### src/rtl/arm_pkg.sv
// Purpose: shared LDM/STM field positions and sequencer state encoding.
// Latency: none (declarations only).
// Backpressure: not applicable.
package arm_pkg;

    // Bit positions inside an ARMv4 block data transfer word
    localparam int BIT_P  = 24;
    localparam int BIT_U  = 23;
    localparam int BIT_W  = 21;
    localparam int BIT_L  = 20;
    localparam int RN_HI  = 19;
    localparam int RN_LO  = 16;
    localparam int LIST_W = 16;

    typedef enum logic [2:0] {
        ST_IDLE = 3'd0,
        ST_CALC = 3'd1,
        ST_XFER = 3'd2,
        ST_WB   = 3'd3,
        ST_DONE = 3'd4
    } state_t;

endpackage

### src/rtl/block_xfer_seq_if.sv
// Purpose: memory-side bus of the block transfer sequencer.
// Latency: none (wires only).
// Backpressure: mem_ready from the slave stalls the master's current access.
interface block_xfer_seq_if;
    logic        mem_req;
    logic        mem_we;
    logic [31:0] mem_addr;
    logic [31:0] mem_wdata;
    logic [31:0] mem_rdata;
    logic        mem_ready;

    modport master (
        output mem_req, mem_we, mem_addr, mem_wdata,
        input  mem_rdata, mem_ready
    );

    modport slave (
        input  mem_req, mem_we, mem_addr, mem_wdata,
        output mem_rdata, mem_ready
    );
endinterface

### src/rtl/reg_list_scan.sv
// Purpose: population count and lowest set index of a 16-bit register list.
// Latency: combinational.
// Backpressure: none.
module reg_list_scan
    import arm_pkg::*;
(
    input  logic [LIST_W-1:0] list_i,
    output logic [4:0]        count_o,
    output logic [3:0]        low_idx_o
);

    // Count set bits; walk downwards so the last hit is the lowest index
    always_comb begin
        count_o   = 5'd0;
        low_idx_o = 4'd0;
        for (int i = LIST_W - 1; i >= 0; i--) begin
            count_o = count_o + {4'd0, list_i[i]};
            if (list_i[i]) begin
                low_idx_o = 4'(i);
            end
        end
    end

endmodule

### src/rtl/block_xfer_seq.sv
// Purpose: sequences one LDM/STM instruction into per-register memory accesses and bank writes.
// Latency: start -> CALC (1) -> one XFER per register (+stall cycles) -> optional WB (1) -> DONE pulse.
// Backpressure: mem_ready=0 holds the current access; start is ignored while not IDLE.
module block_xfer_seq
    import arm_pkg::*;
#(
    parameter int BASE_WB_EN = 1
) (
    input  logic                     clk,
    input  logic                     rst_n,
    input  logic                     start,
    input  logic [31:0]              instr,
    input  logic [31:0]              base_data,
    input  logic [31:0]              store_data,
    output logic                     busy,
    output logic                     done,
    output logic [3:0]               reg_addr,
    output logic                     latch_reg,
    output logic [31:0]              wb_data,
    block_xfer_seq_if.master         mem
);

    state_t      state_q, state_d;
    logic [15:0] list_q;
    logic        load_q, p_q, u_q, w_q;
    logic [3:0]  rn_q;
    logic [31:0] base_q;
    logic [31:0] addr_q;
    logic [31:0] wb_val_q;
    logic        wb_do_q;

    logic [4:0]  scan_cnt;
    logic [3:0]  scan_idx;
    logic [31:0] four_n;
    logic [31:0] start_addr;
    logic [31:0] wb_val_calc;
    logic        wb_do_calc;

    // P/U/W/L are the only control bits this block acts on
    logic unused_instr_bits;
    assign unused_instr_bits = ^{instr[31:25], instr[22]};

    // The remaining list drives the scan: full list in CALC, shrinking during XFER
    reg_list_scan u_scan (
        .list_i    (list_q),
        .count_o   (scan_cnt),
        .low_idx_o (scan_idx)
    );

    // Addressing-mode arithmetic, evaluated during CALC from the captured instruction
    always_comb begin
        four_n = {25'd0, scan_cnt, 2'b00};
        case ({p_q, u_q})
            2'b01:   start_addr = base_q;
            2'b11:   start_addr = base_q + 32'd4;
            2'b00:   start_addr = base_q - four_n + 32'd4;
            default: start_addr = base_q - four_n;
        endcase
        wb_val_calc = u_q ? (base_q + four_n) : (base_q - four_n);
        // A load that includes the base keeps the loaded value instead of the update
        wb_do_calc  = (BASE_WB_EN != 0) && w_q && !(load_q && list_q[rn_q]);
    end

    // State register
    always_ff @(posedge clk or negedge rst_n) begin
        if (!rst_n) begin
            state_q <= ST_IDLE;
        end else begin
            state_q <= state_d;
        end
    end

    // Instruction capture, address/writeback setup and list advance
    always_ff @(posedge clk or negedge rst_n) begin
        if (!rst_n) begin
            list_q   <= 16'd0;
            load_q   <= 1'b0;
            p_q      <= 1'b0;
            u_q      <= 1'b0;
            w_q      <= 1'b0;
            rn_q     <= 4'd0;
            base_q   <= 32'd0;
            addr_q   <= 32'd0;
            wb_val_q <= 32'd0;
            wb_do_q  <= 1'b0;
        end else begin
            if (state_q == ST_IDLE && start) begin
                list_q <= instr[LIST_W-1:0];
                load_q <= instr[BIT_L];
                p_q    <= instr[BIT_P];
                u_q    <= instr[BIT_U];
                w_q    <= instr[BIT_W];
                rn_q   <= instr[RN_HI:RN_LO];
                base_q <= base_data;
            end
            if (state_q == ST_CALC) begin
                addr_q   <= start_addr & 32'hFFFF_FFFC;
                wb_val_q <= wb_val_calc;
                wb_do_q  <= wb_do_calc;
            end
            if (state_q == ST_XFER && mem.mem_ready) begin
                list_q <= list_q & ~(16'd1 << scan_idx);
                addr_q <= addr_q + 32'd4;
            end
        end
    end

    // Next state and outputs; everything is quiet outside the active states
    always_comb begin
        state_d       = state_q;
        busy          = 1'b0;
        done          = 1'b0;
        reg_addr      = 4'd0;
        latch_reg     = 1'b0;
        wb_data       = 32'd0;
        mem.mem_req   = 1'b0;
        mem.mem_we    = 1'b0;
        mem.mem_addr  = 32'd0;
        mem.mem_wdata = 32'd0;
        case (state_q)
            ST_IDLE: begin
                if (start) state_d = ST_CALC;
            end
            ST_CALC: begin
                busy    = 1'b1;
                state_d = (scan_cnt == 5'd0) ? ST_DONE : ST_XFER;
            end
            ST_XFER: begin
                busy         = 1'b1;
                mem.mem_req  = 1'b1;
                mem.mem_we   = !load_q;
                mem.mem_addr = addr_q;
                reg_addr     = scan_idx;
                if (!load_q) mem.mem_wdata = store_data;
                if (mem.mem_ready) begin
                    if (load_q) begin
                        latch_reg = 1'b1;
                        wb_data   = mem.mem_rdata;
                    end
                    if (scan_cnt == 5'd1) state_d = wb_do_q ? ST_WB : ST_DONE;
                end
            end
            ST_WB: begin
                busy      = 1'b1;
                latch_reg = 1'b1;
                reg_addr  = rn_q;
                wb_data   = wb_val_q;
                state_d   = ST_DONE;
            end
            ST_DONE: begin
                done    = 1'b1;
                state_d = ST_IDLE;
            end
            default: state_d = ST_IDLE;
        endcase
    end

endmodule

### src/flat_wrapper.sv
// flat-port wrapper written by rule: the top's interface ports become plain ports
module block_xfer_seq_flat import arm_pkg::*;
#(
    parameter int BASE_WB_EN = 1
)
  (clk, rst_n, start, instr, base_data, store_data, busy, done, reg_addr, latch_reg, wb_data, mem_mem_req, mem_mem_we, mem_mem_addr, mem_mem_wdata, mem_mem_rdata, mem_mem_ready);
  block_xfer_seq_if mem_i ();
  input  logic clk;
  input  logic rst_n;
  input  logic start;
  input  logic [31:0] instr;
  input  logic [31:0] base_data;
  input  logic [31:0] store_data;
  output logic busy;
  output logic done;
  output logic [3:0] reg_addr;
  output logic latch_reg;
  output logic [31:0] wb_data;
  output wire logic [$bits(mem_i.mem_req)-1:0] mem_mem_req;
  output wire logic [$bits(mem_i.mem_we)-1:0] mem_mem_we;
  output wire logic [$bits(mem_i.mem_addr)-1:0] mem_mem_addr;
  output wire logic [$bits(mem_i.mem_wdata)-1:0] mem_mem_wdata;
  input wire logic [$bits(mem_i.mem_rdata)-1:0] mem_mem_rdata;
  input wire logic [$bits(mem_i.mem_ready)-1:0] mem_mem_ready;
  assign mem_mem_req = mem_i.mem_req;
  assign mem_mem_we = mem_i.mem_we;
  assign mem_mem_addr = mem_i.mem_addr;
  assign mem_mem_wdata = mem_i.mem_wdata;
  assign mem_i.mem_rdata = mem_mem_rdata;
  assign mem_i.mem_ready = mem_mem_ready;
  block_xfer_seq #(.BASE_WB_EN(BASE_WB_EN)) u_core (.clk(clk), .rst_n(rst_n), .start(start), .instr(instr), .base_data(base_data), .store_data(store_data), .busy(busy), .done(done), .reg_addr(reg_addr), .latch_reg(latch_reg), .wb_data(wb_data), .mem(mem_i));
endmodule
### config.mk
export PLATFORM = sky130hd
export DESIGN_NAME = block_xfer_seq_flat
export DESIGN_NICKNAME = d
export VERILOG_FILES = /design/src/rtl/arm_pkg.sv /design/src/rtl/block_xfer_seq_if.sv /design/src/rtl/reg_list_scan.sv /design/src/rtl/block_xfer_seq.sv /design/src/flat_wrapper.sv
export SDC_FILE = /design/constraint.sdc
export NUM_CORES = 1
export LEC_CHECK = 0
export ABC_AREA = 1
export CORE_MARGIN = 2
export CORE_UTILIZATION = 35
export DETAILED_ROUTE_END_ITERATION = 7
export DONT_BUFFER_PORTS = 1
export HOLD_SLACK_MARGIN = 0.06
export REMOVE_ABC_BUFFERS = 1
export SETUP_SLACK_MARGIN = 0.3
export SYNTH_ARGS = -nofsm -noshare
export SYNTH_HDL_FRONTEND = slang
export SYNTH_HIERARCHICAL = 1
export SYNTH_SLANG_ARGS = --single-unit
### constraint.sdc
create_clock -name clk -period 8.2 [get_ports clk]
set_clock_uncertainty 0.1 [all_clocks]
set_input_delay 1.23 -clock clk [delete_from_list [all_inputs] [get_ports clk]]
set_output_delay 1.23 -clock clk [all_outputs]
set_load 0.02 [all_outputs]
==> results.yml, run 1 <==
timing:
  max_slew_margin_pct: 24.80
  slew_violations: 0
  setup_tns_ns: 0
  hold_ws_ns: 0.3753
  min_period_ns: 6.813
  period_share_pct: 83.08
  rsz0062_at_grt: "false"
  hold_viol_final: 0
  fmax_mhz: 146.8
  setup_viol: 0
  worst_slew_pin_slew_ns: 1.125
clock_network:
  clock_latency_ns: 0.45
  cts_tree: "yes"
  clock_path_buffers: 2
  hold_buffers: 0
  cts_buffers: 17
  cts-htree-levels: 4
  cts.sink_count: 122
  ctsRootBufferMaster: "clkbuf_16"
  post_cts_buffers: 0
  cts_resized: 0
  clk_pin_slew_worst_paths_ns: 0.07
worst_setup_path:
  crit_required_ns: 8.43
  crit_slowest_cell: "nor3_1"
  critPathArrivalTime_ns: 7.04
  critPathCaptureType: "flop"
  cp_slowest_stage_delay_ns: 0.62
  path_class: "flop to flop"
  crit_top_cell: "nand2_1"
  critPathMaxFanout: 8
  startpoint_type: "flop"
cells_and_area:
  area_delta_synth_final_pct: 6.795
  fin_nets: 1981
  regArea_sq_mm: 0.003054
  diodes: 0
  multi_input_area_sq_mm: 0.007152
  drive_gt1_share_pct: 8.251
  n_fill_cell: 3540
detailed_routing:
  ant_nets: 0
  highest_layer: "met4"
  wl_met1_um: 18680
  wl_per_cell_um: 18.49
  wl_um: 42020
  vias: 12220
  drt_first_pass_iters: 5
  drc: 0
  dr_wl_met3_um: 2490
  drtIter0Drc: 1051
  viasPerCell: 5.379
  wl_met2_um: 19960
grt:
  track_usage_pct: 24.33
  grt_pass1_vias: 11360
  antenna_found_initial: 0
  grt_max_degree: 123
  grt_first_pass_wirelength_um: 64360
  grt_overflow: 0
synthesis:
  syn_area_per_cell_sq_um: 6.174
  ys_top_cells_by_count: "443 x nand2_1, 227 x nor2_1, 225 x inv_1, 189 x nand3_1, 140 x o21ai_0"
  ys_types: 58
  ys_seq_area_share_pct: 26.32
  synth-seq-cells: 122
  synth_area_sq_mm: 0.01160
  yosys_warnings: 6
  synth-main-ff-cell: "dfrtp_1"
  yosys.area.top_type_share_pct: 26.32
  synth_most_common_cell: "nand2_1"
  synthCells: 1879
  yosys.area.top_type: "dfrtp_1"
  synth_area_leaders: "dfrtp_1 26%, nand2_1 14%, nand3_1 8.2%"
  synth-async-reset-ratio_pct: 100.0
  synth-edff-count: 0
placed_design:
  numPortBuffers: 0
  place.gp.congestion: 0.9814
  dp_hpwl_um: 31060
die:
  fp.dieH_um: 186.1
  io_pins: 237
  rows: 66
  die-area_sq_mm: 0.03462
  core_sq_mm: 0.03262
  start_util_pct: 35.57
  die_x_um: 186.1
outcome:
  outcome: "completed"
flow_run:
  drv_cap: 0
worst_hold_path:
  hp-class: "input pin to asynchronous set/reset pin"
[through the flow]
step                      cell area [sq um]  std cells  utilization, %  setup slack [ns]
after global placement                11830       2240           36.28             1.554
after global routing                  12390       2272           37.98             1.068
after CTS                             12390       2272           37.98             1.555
after floorplan                       11150       1784               -             2.667
final                                 12390       2272           37.98             1.387
after detailed placement              11830       2240           36.28             1.579
[area by class of cell]
cell class	instances	share of cell area (%)
timing repair buffer	14	0.8483
multi-input combinational	1404	57.73
clock inverter	15	1.060
tap	442	4.464
sequential	122	24.65
inverter	258	7.817
clock buffer	17	3.434
[logic make-up after synthesis]
kind of cell	share of synthesized area, %
AND/OR/NAND/NOR	39.14
buffers and inverters	12.24
AO/OA/AOI/OAI	16.24
flip-flops	26.32
adder cells (fa/ha/maj)	4.228
XOR/XNOR	1.510
multiplexers	0.2912
other	0.03232
[path summary, 6_finish.rpt]
| path | startpoint | to | slack (ns) | depth (start not counted) |
|---|---|---|---|---|
| hold reg to reg | u_core/wb_val_q[27] | u_core/wb_val_q[27] | 0.39 | 1 |
| setup reg to reg | u_core/list_q[5] | u_core/addr_q[28] | 1.39 | 28 |
| setup / recovery | u_core/list_q[5] | u_core/addr_q[28] | 1.39 | 28 |
| max in group asynchronous | rst_n | u_core/load_q | 7.40 | 0 |
| min in group clk | u_core/wb_val_q[27] | u_core/wb_val_q[27] | 0.39 | 1 |
| hold / removal | rst_n | u_core/wb_val_q[30] | 0.38 | 0 |
[registers in the layout, indices dropped and copies added, names as in the netlist, 3 cells and up]
name and count:
u_core/base_q 32, u_core/wb_val_q 32, u_core/addr_q 30, u_core/list_q 16, u_core/rn_q 4, u_core/state_q 3
[cell usage in the layout (no fill, tap or decap), types with 6 or more instances in the layout]
cell type / instances
a21oi_1: 116
a21oi_2: 7
a31oi_1: 12
a32o_1: 6
and2_1: 6
buf_4: 14
clkbuf_16: 17
clkinv_1: 10
dfrtp_1: 121
fa_1: 12
ha_1: 20
inv_1: 225
inv_2: 23
inv_6: 8
nand2_1: 442
nand2_2: 19
nand3_1: 189
nand4_1: 32
nor2_1: 226
nor2_2: 21
nor2_4: 15
nor3_1: 30
nor4_1: 8
o211ai_1: 7
o21ai_0: 140
o21ai_1: 10
o22ai_1: 16
xor2_1: 19
[metal layers]
metal | GRT usage (%) | vias to the layer above
li1 | - | 5963
met1 | 32.77 | 5809
met2 | 40.10 | 400
met3 | 3.854 | 49
met4 | 7.181 | 0
met5 | 0 | -
[worst max-delay path: cells and delay by family (launching register included)]
kind            cells  cell delay (ns)
simple gates       16             2.43
fa+ha+maj           7             2.90
flops               1             0.42
compound gates      1             0.40
buf+inv             4             0.41
Power of run 1 is left out: the tool's default activity adds up to more than one toggle a clock period on the data nets, which glitch-free logic cannot reach.
==> run 2: changes to the inputs <==
==> constraint.sdc (replaced) <==
create_clock -name clk -period 5.7 [get_ports clk]
set_clock_uncertainty 0.1 [all_clocks]
set_input_delay 0.855 -clock clk [delete_from_list [all_inputs] [get_ports clk]]
set_output_delay 0.855 -clock clk [all_outputs]
set_load 0.02 [all_outputs]
==> run 2 against run 1 <==
- highest routed layer unchanged
- worst hold slack worse by 0.11 ns
- flip-flop and latch count stayed put
- the run now ends with setup timing left
- via count is 6.0% higher
- largest cell class unchanged
- critical path type unchanged
- critical endpoint is now u_core/addr_q[16]
==> results.yml, run 2 (synthesis results as in run 1) <==
cells_and_area:
  regArea_sq_mm: 0.003054
  layout_common_cells: "376 x nand2_1, 209 x inv_1, 206 x nor2_1, 164 x nand3_1, 161 x buf_4"
  n_fill_cell: 3423
  finalNonFillerCells: 2439
  area_delta_synth_final_pct: 26.39
  mostFrequentLayoutCell: "nand2_1"
  multi_input_area_sq_mm: 0.008014
  fin_nets: 2148
  drive_gt1_share_pct: 24.59
  largest_registers: "u_core/base_q: 32 flops, u_core/wb_val_q: 32 flops, u_core/addr_q: 30 flops"
  diodes: 0
detailed_routing:
  wl_um: 44680
  drtIter0Drc: 955
  wl_per_cell_um: 18.32
  ant_nets: 0
  vias: 12960
  viasPerCell: 5.313
  drc: 0
  drt_first_pass_iters: 6
placed_design:
  dp_hpwl_um: 32130
  place.gp.congestion: 0.9501
  numPortBuffers: 0
  dp.cells: 2361
  place_ws_ns: -0.4889
timing:
  hold_viol_final: 0
  fmax_mhz: 171.7
  hold_ws_ns: 0.2676
  period_share_pct: 102.2
  slew_violations: 0
  rsz0062_at_grt: "true"
  max_slew_margin_pct: 35.46
  setup_viol: 16
  worst_slew_pin_slew_ns: 0.9671
  fin_ws_ns: -0.1240
  min_period_ns: 5.824
die:
  io_pins: 237
  die-area_sq_mm: 0.03462
  core_sq_mm: 0.03262
  die_x_um: 186.1
  start_util_pct: 35.57
  rows: 66
  fp.dieH_um: 186.1
worst_setup_path:
  path_class: "flop to flop"
  worst-path-buf-inv: 7
  crit_slowest_cell: "fa_1"
  cp_top_family: "adder cells"
  critPathArrivalTime_ns: 6.06
  critPathMaxFanout: 5
  crit_required_ns: 5.93
  critPathCaptureType: "flop"
  cp_slowest_stage_delay_ns: 0.56
  startpoint_type: "flop"
clock_network:
  clk_pin_slew_worst_paths_ns: 0.07
  cts.sink_count: 122
  ctsRootBufferMaster: "clkbuf_16"
  clock_latency_ns: 0.46
  clock_path_buffers: 2
  cts-htree-levels: 4
  cts_buffers: 17
  cts_tree: "yes"
grt:
  grt_pass1_vias: 12560
  grt_first_pass_wirelength_um: 68390
  grt_max_degree: 123
  track_usage_pct: 25.80
  antenna_found_initial: 0
  grt_overflow: 0
outcome:
  outcome: "finished, violations left"
  violations: "setup timing"
worst_hold_path:
  hp-class: "input pin to asynchronous set/reset pin"
flow_run:
  drv_cap: 0
run 2: cell types whose count changed in the layout (fill, tap and decap cells not counted), sizes merged:
cell	previous run	this run
buf	14	181
inv	258	257
clkinvlp	4	3
bufinv	0	2
run 2: path summary, 6_finish.rpt:
| path | startpoint | to | slack, ns | cells after the start |
|---|---|---|---|---|
| setup / recovery | u_core/list_q[1] | u_core/addr_q[16] | -0.12 | 28 |
| hold / removal | rst_n | u_core/wb_val_q[30] | 0.27 | 1 |
| setup reg to reg | u_core/list_q[1] | u_core/addr_q[16] | -0.12 | 28 |
| hold reg to reg | u_core/wb_val_q[1] | u_core/wb_val_q[1] | 0.39 | 2 |
| max in group asynchronous | rst_n | u_core/load_q | 4.69 | 1 |
| min in group clk | u_core/wb_val_q[1] | u_core/wb_val_q[1] | 0.39 | 2 |
run 2: worst register-to-register path: cells and delay by family, from the launching register on:
family | cells | cell delay (ns)
AND/OR/NAND/NOR | 10 | 1.14
AO/OA/AOI/OAI | 4 | 0.67
flip-flops | 1 | 0.39
buffers and inverters | 7 | 0.67
adder cells (fa/ha/maj) | 7 | 2.72
run 2: cell type report:
class                   count  share of cell area (%)
clock buffers              17                   2.901
multi-input cells        1404                   54.65
repair buffers            181                   9.950
clock inverters            15                   1.195
well taps                 442                   3.772
flip-flops and latches    122                   20.83
inverters                 258                   6.699
run 2: per-layer routing:
| layer | global-route usage [%] | wire length, um | vias up |
|---|---|---|---|
| met5 | 0 | 0 | - |
| met2 | 44.39 | 21830 | 352 |
| met3 | 5.420 | 2462 | 71 |
| li1 | - | - | 6304 |
| met1 | 32.04 | 19250 | 6232 |
| met4 | 8.504 | 1137 | 0 |
run 2: timing repair:
| item | in CTS | in global routing |
|---|---|---|
| hold endpoints to repair | 122 | 0 |
| hold buffers | 1 | 0 |
| pin swaps | 54 | 77 |
| setup buffers | 26 | 19 |
| gates resized for setup | 125 | 164 |
| cloned | 0 | 0 |
| setup endpoints to repair | 51 | 52 |
run 2: per-stage QoR:
step                      util (%)  area, sq um  TNS (ns)
final                        44.95        14660    -1.247
after global routing         44.95        14660    -8.662
after CTS                    42.76        13950    -2.074
after detailed placement     39.10        12750    -13.83
after global placement       39.10        12750    -10.81
after floorplan                  -        11150         0
Power of run 2 is left out for the same reason.
